$ cat config.mk
export PLATFORM = sky130hd
export DESIGN_NAME = mem_access_ctrl
export DESIGN_NICKNAME = d
export VERILOG_FILES = /design/src/rtl/mem_access_ctrl.sv
export SDC_FILE = /design/constraint.sdc
export NUM_CORES = 1
export LEC_CHECK = 0
export ABC_AREA = 0
export BUFFER_PORTS_ARGS = -buffer_cell sky130_fd_sc_hd__buf_2
export CORE_MARGIN = 3
export CORE_UTILIZATION = 45
export DETAILED_ROUTE_END_ITERATION = 10
export GPL_TIMING_DRIVEN = 0
export PLACE_DENSITY = 0.88
export SLEW_MARGIN = 10
export SYNTH_ARGS = -nofsm -noshare
export SYNTH_HDL_FRONTEND = slang
export SYNTH_SLANG_ARGS = --single-unit
$ cat constraint.sdc
create_clock -name clk -period 1.8 [get_ports clk]
set_input_delay 0 -clock clk [delete_from_list [all_inputs] [get_ports clk]]
set_output_delay 0 -clock clk [all_outputs]
set_load 0.01 [all_outputs]
$ cat src/rtl/mem_access_ctrl.sv
// Load/store bus sequencer: one outstanding access, byte-lane steering, wait timeout.
// Optional build macro MISALIGN_TRAP_EN: trap misaligned half/word accesses instead of truncating lanes.
module mem_access_ctrl #(
   parameter int unsigned TIMEOUT_CYCLES = 255
) (
   input  logic        clk,
   input  logic        rst_n,
   input  logic        req_valid,
   output logic        req_ready,
   input  logic [6:0]  opcode,
   input  logic [2:0]  funct_3,
   input  logic [31:0] Address,
   input  logic [31:0] Write_Data,
   output logic        mem_valid,
   input  logic        mem_ready,
   output logic        mem_we,
   output logic [31:0] mem_addr,
   output logic [3:0]  mem_be,
   output logic [31:0] mem_wdata,
   input  logic [31:0] mem_rdata,
   output logic [31:0] Read_Data_mem,
   output logic        rsp_valid,
   output logic        stall,
   output logic        bus_err,
   output logic        misalign_trap,
   output logic [1:0]  dbg_state_o
);

   typedef enum logic [1:0] {
      IDLE   = 2'd0,
      ACCESS = 2'd1,
      DONE   = 2'd2
   } state_e;

   localparam logic [9:0] WAIT_LAST = 10'(TIMEOUT_CYCLES - 1);

   state_e      state_q;
   logic [9:0]  wait_q;
   logic [1:0]  size_q;
   logic [1:0]  lane_q;
   logic        is_load_q;
   logic        mem_valid_q;
   logic        mem_we_q;
   logic [31:0] mem_addr_q;
   logic [3:0]  mem_be_q;
   logic [31:0] mem_wdata_q;
   logic [31:0] rdata_q;
   logic        rsp_valid_q;
   logic        bus_err_q;
   logic        trap_q;

   logic        is_load_d;
   logic        is_store_d;
   logic        legal_d;
   logic        misalign_d;
   logic [3:0]  be_d;
   logic [31:0] wdata_d;
   logic [31:0] rdata_d;

   always_comb begin
      is_load_d  = (opcode == 7'h03);
      is_store_d = (opcode == 7'h23);
      legal_d    = (is_load_d && (funct_3 != 3'd3) && (funct_3 != 3'd6) && (funct_3 != 3'd7)) ||
                   (is_store_d && !funct_3[2] && (funct_3[1:0] != 2'd3));
      case (funct_3[1:0])
         2'd0: begin
            be_d    = 4'b0001 << Address[1:0];
            wdata_d = {4{Write_Data[7:0]}};
         end
         2'd1: begin
            be_d    = 4'b0011 << {Address[1], 1'b0};
            wdata_d = {2{Write_Data[15:0]}};
         end
         default: begin
            be_d    = 4'b1111;
            wdata_d = Write_Data;
         end
      endcase
      // Only the lane shift happens here; sign/zero extension belongs to the formatter.
      case (size_q)
         2'd0:    rdata_d = mem_rdata >> {lane_q, 3'b000};
         2'd1:    rdata_d = mem_rdata >> {lane_q[1], 4'b0000};
         default: rdata_d = mem_rdata;
      endcase
   end

`ifdef MISALIGN_TRAP_EN
   assign misalign_d = ((funct_3[1:0] == 2'd1) && Address[0]) ||
                       ((funct_3[1:0] == 2'd2) && (Address[1:0] != 2'd0));
`else
   assign misalign_d = 1'b0;
`endif

   always_ff @(posedge clk or negedge rst_n) begin
      if (!rst_n) begin
         state_q     <= IDLE;
         wait_q      <= '0;
         size_q      <= '0;
         lane_q      <= '0;
         is_load_q   <= 1'b0;
         mem_valid_q <= 1'b0;
         mem_we_q    <= 1'b0;
         mem_addr_q  <= '0;
         mem_be_q    <= '0;
         mem_wdata_q <= '0;
         rdata_q     <= '0;
         rsp_valid_q <= 1'b0;
         bus_err_q   <= 1'b0;
         trap_q      <= 1'b0;
      end else begin
         case (state_q)
            IDLE: begin
               if (req_valid) begin
                  is_load_q <= is_load_d;
                  size_q    <= funct_3[1:0];
                  lane_q    <= Address[1:0];
                  if (!legal_d) begin
                     state_q     <= DONE;
                     rsp_valid_q <= 1'b1;
                     rdata_q     <= '0;
                  end else if (misalign_d) begin
                     state_q     <= DONE;
                     rsp_valid_q <= 1'b1;
                     trap_q      <= 1'b1;
                  end else begin
                     state_q     <= ACCESS;
                     mem_valid_q <= 1'b1;
                     mem_we_q    <= is_store_d;
                     mem_addr_q  <= {Address[31:2], 2'b00};
                     mem_be_q    <= be_d;
                     mem_wdata_q <= wdata_d;
                  end
               end
            end
            ACCESS: begin
               if (mem_ready) begin
                  state_q     <= DONE;
                  mem_valid_q <= 1'b0;
                  rsp_valid_q <= 1'b1;
                  if (is_load_q) begin
                     rdata_q <= rdata_d;
                  end
               end else if (wait_q == WAIT_LAST) begin
                  state_q     <= DONE;
                  mem_valid_q <= 1'b0;
                  rsp_valid_q <= 1'b1;
                  bus_err_q   <= 1'b1;
               end else begin
                  wait_q <= wait_q + 10'd1;
               end
            end
            DONE: begin
               state_q     <= IDLE;
               wait_q      <= '0;
               rsp_valid_q <= 1'b0;
               bus_err_q   <= 1'b0;
               trap_q      <= 1'b0;
            end
            default: state_q <= IDLE;
         endcase
      end
   end

   assign req_ready     = (state_q == IDLE);
   assign stall         = req_valid & ~rsp_valid_q;
   assign mem_valid     = mem_valid_q;
   assign mem_we        = mem_we_q;
   assign mem_addr      = mem_addr_q;
   assign mem_be        = mem_be_q;
   assign mem_wdata     = mem_wdata_q;
   assign Read_Data_mem = rdata_q;
   assign rsp_valid     = rsp_valid_q;
   assign bus_err       = bus_err_q;
   assign misalign_trap = trap_q;
   assign dbg_state_o   = state_q;

endmodule
==> impl_metrics.toml <==
[worst_setup_path]
worstPathRequired_ps = 2100
cp-start-kind = "register"
crit_family = "buffers and inverters"
cp_max_fo = 8
cpMaxStageDelayCell = "dfrtp_1"
critPathCaptureType = "register"
reg2reg_depth = 7
crit_start = "dbg_state_o[0]"
crit_path_end = "mem_wdata[24]"
path_buf_inv = 4
crit_path_frequent_cell = "buf_12"
path_cells = "buf_6, nor3b_4, and4_4, buf_12, buf_12, buf_16, mux2_4"
crit_type = "reg2reg"
r2r_setup_slack_ps = -60
rr_endpoint = "mem_wdata[24]"
slowest_delay_ps = 410
crit_arrival_ps = 2160
worstReg2RegStart = "dbg_state_o[0]"
path_depth = 7

[clocking]
h-tree-depth = 4
cts_tree = "built"
clock-sinks = 119
cts_root_buffer = "clkbuf_16"
cts_buffers = 17
cts_buffer_depth = 2
path_clk_slew_ps = 50
clock_latency_ps = 420

[floorplan]
num_rows = 40
design.die.area_um2 = 14200
fp.dieH_um = 119
ios = 219
die_x_um = 119
core_area_um2 = 12300
start_util_pct = 47.1

[final_layout]
fin_util_pct = 76.2
diodes = 0
fin_cells = 1045
layout.nets = 977
drive_gt1_share_pct = 43.1
area_growth_pct = 61.9

[grt]
grt_max_degree = 83
grt_pass1_vias = 6089
grt_use_total_pct = 29.5
grt_pass1_wl_um = 32800
overflow = 0
antenna_found_initial = 1

[placement]
dp_cells = 884
dp_hpwl_um = 12500
finalWeightedCongestion = 0.834
port_buffers = 214

[timing]
setup_viol = 38
drv_slew = 0
max-slew-margin-rel_pct = 31.5
fmax_mhz = 539
tightest_slew_ps = 1020
fin_crit_ps = 1860
hold_viol = 0
skew_ps = 7.66
period_share_pct = 103
finalWorstSetupSlack_ps = -56.9
rsz0062_at_grt = "yes"

[flow_run]
drv_cap = 0

[logic_synthesis]
synth_area_um2 = 5770
syn_area_per_cell_um2 = 11.6
synth_largest_area_cell = "dfrtp_1"
yosysSeqAreaShare_pct = 51.6
ys.flop_type = "dfrtp_1"
ys_types = 58
synthCells = 499
ys_warn_count = 0
synthTopCellsByArea = "dfrtp_1 52%, mux2_2 10%, mux2i_1 4.3%, a22o_1 2.4%, nand2_1 2.0%"
async_reset_ff_share_pct = 100
synth_top_area_share_pct = 51.6
synth_edf_count = 0
ys_seq_elements = 119

[pwr]
power_frac_seq_pct = 37.1
p_int_w = 0.00587
comb_power_share_pct = 16.7
power_density_nw_per_um2 = 839
leakage_nw = 4.80
peakVddDrop_mv = 0.908
swShare_pct = 25.1
p_sw_w = 0.00197
total_power_w = 0.00784
p_clk_share_pct = 46.2

[drt]
drc = 0
first_pass_iters = 5
via_per_inst = 5.66
wl_um = 21700
ant_nets = 0
vias = 5912
wl_per_cell_um = 20.7
drt_iter0_drc = 498

[run_status]
violations = "negative setup slack"
status = "complete, but fails checks"

[worst_hold_path]
holdCritPathClass = "in2reg"
hp-start = "opcode[5]"
-- per-stage QoR --
stage	hold slack [ps]	worst slack [ps]	area, um^2	TNS (ps)
floorplan	-296	-24.1	5830	-344
global placement	228	-774	7110	-106510
detailed placement	-78.0	-387	7140	-15270
CTS	36.9	-122	9030	-3210
global route	51.9	-105	9340	-3270
finish	35.4	-56.9	9340	-1080
-- worst min-delay path by stage --
stage / end / slack [ps] / cells past startpoint
5_1_grt: mem_be[0] / 50 / 5
4_1_cts: mem_be[0] / 40 / 5
6_report: mem_be[0] / 40 / 5
3_5_place_dp: Read_Data_mem[5] / -80 / 1
3_3_place_gp: is_load_q / 230 / 2
2_1_floorplan: Read_Data_mem[0] / -300 / 0
-- worst reg2reg max path: stages, from the launching register on --
cell and delay, ps:
dfrtp_1 410, buf_6 150, nor3b_4 220, and4_4 280
buf_12 140, buf_12 110, buf_16 120, mux2_4 300
-- final cells by class --
class                   count  area, um^2
flip-flops and latches    119        2980
fillers                   746        2920
multi-input cells         333        2730
repair buffers            347        2450
clock buffers              23         478
plain buffers              34         295
well taps                 168         210
clock inverters             8         145
inverters                  13        48.8
-- synthesized netlist by cell type (3+ instances only) --
| cell | instances |
|---|---|
| a21boi_0 | 8 |
| a21o_1 | 3 |
| a21oi_1 | 16 |
| a22o_1 | 16 |
| a22oi_1 | 9 |
| a2bb2oi_1 | 12 |
| a31oi_1 | 11 |
| and3_1 | 10 |
| buf_2 | 12 |
| buf_4 | 10 |
| clkbuf_1 | 9 |
| dfrtp_1 | 119 |
| inv_1 | 12 |
| mux2_2 | 53 |
| mux2i_1 | 25 |
| nand2_1 | 31 |
| nand2b_1 | 6 |
| nand3_1 | 10 |
| nor2_1 | 26 |
| nor3_1 | 3 |
| nor4bb_1 | 8 |
| o211ai_1 | 12 |
| o21ai_0 | 22 |
| o2bb2ai_1 | 8 |
| or4_1 | 3 |
| xor2_1 | 3 |
-- registers in the layout, indices dropped and copies added (netlist names) --
register	count
Read_Data_mem	32
bus_err	1
dbg_state_o	2
is_load_q	1
lane_q	2
mem_addr	30
mem_be	4
mem_valid	1
mem_wdata	32
mem_we	1
rsp_valid	1
size_q	2
wait_q	10
-- per-layer routing --
metal	vias up	wire length (um)	track usage (%)
li1	2574	-	-
met1	2863	8000	34.5
met2	393	10700	50.1
met3	80	2060	8.21
met4	2	899	13.5
met5	-	12	0
-- placed cells by master (no fill, tap or decap), drive strengths merged, types with 9 or more instances in the layout --
master,netlist,layout
o21ai,23,23
clkbuf,10,34
o211ai,13,13
mux2i,25,25
dfrtp,119,119
a22o,16,16
a31oi,11,11
inv,13,13
mux2,54,54
a22oi,9,9
a2bb2oi,12,12
a21oi,16,16
nand2,32,32
buf,26,266
nor2,26,26
and3,10,10
nand3,10,10
dlygate4sd3,0,104
-- power groups by stage --
stage	Combinational, W	Sequential, W	Clock [W]
2_1_floorplan	0.000447	0.00299	0
3_3_place_gp	0.000948	0.00293	0
3_5_place_dp	0.000978	0.00293	0
4_1_cts	0.00119	0.00289	0.00365
5_1_grt	0.00139	0.00292	0.00377
6_report	0.00131	0.00291	0.00362
-- cell families (layout without fill, tap and decap cells) --
group / count (synthesis) / count (layout) / synth area share [%]
buffers and inverters: 49 / 425 / 4.38
AOI/OAI and AO/OA: 127 / 127 / 15.8
adders and majority gates: 2 / 2 / 0.434
DFF: 119 / 119 / 51.6
other: 1 / 3 / 0.0650
and+or+nand+nor: 119 / 119 / 12.4
xor gates and xnor gates: 3 / 3 / 0.455
muxes: 79 / 79 / 14.9
-- repair_timing --
action                                  4_1_cts  5_1_grt
pin swaps                                     5        4
setup buffers                                10       15
hold buffers                                104        0
endpoints found under the setup margin      108       99
cloned                                        3        1
resized for setup                            22       64
endpoints found under the hold margin       222        0
Note: power is estimated with default switching activity, not from simulation.
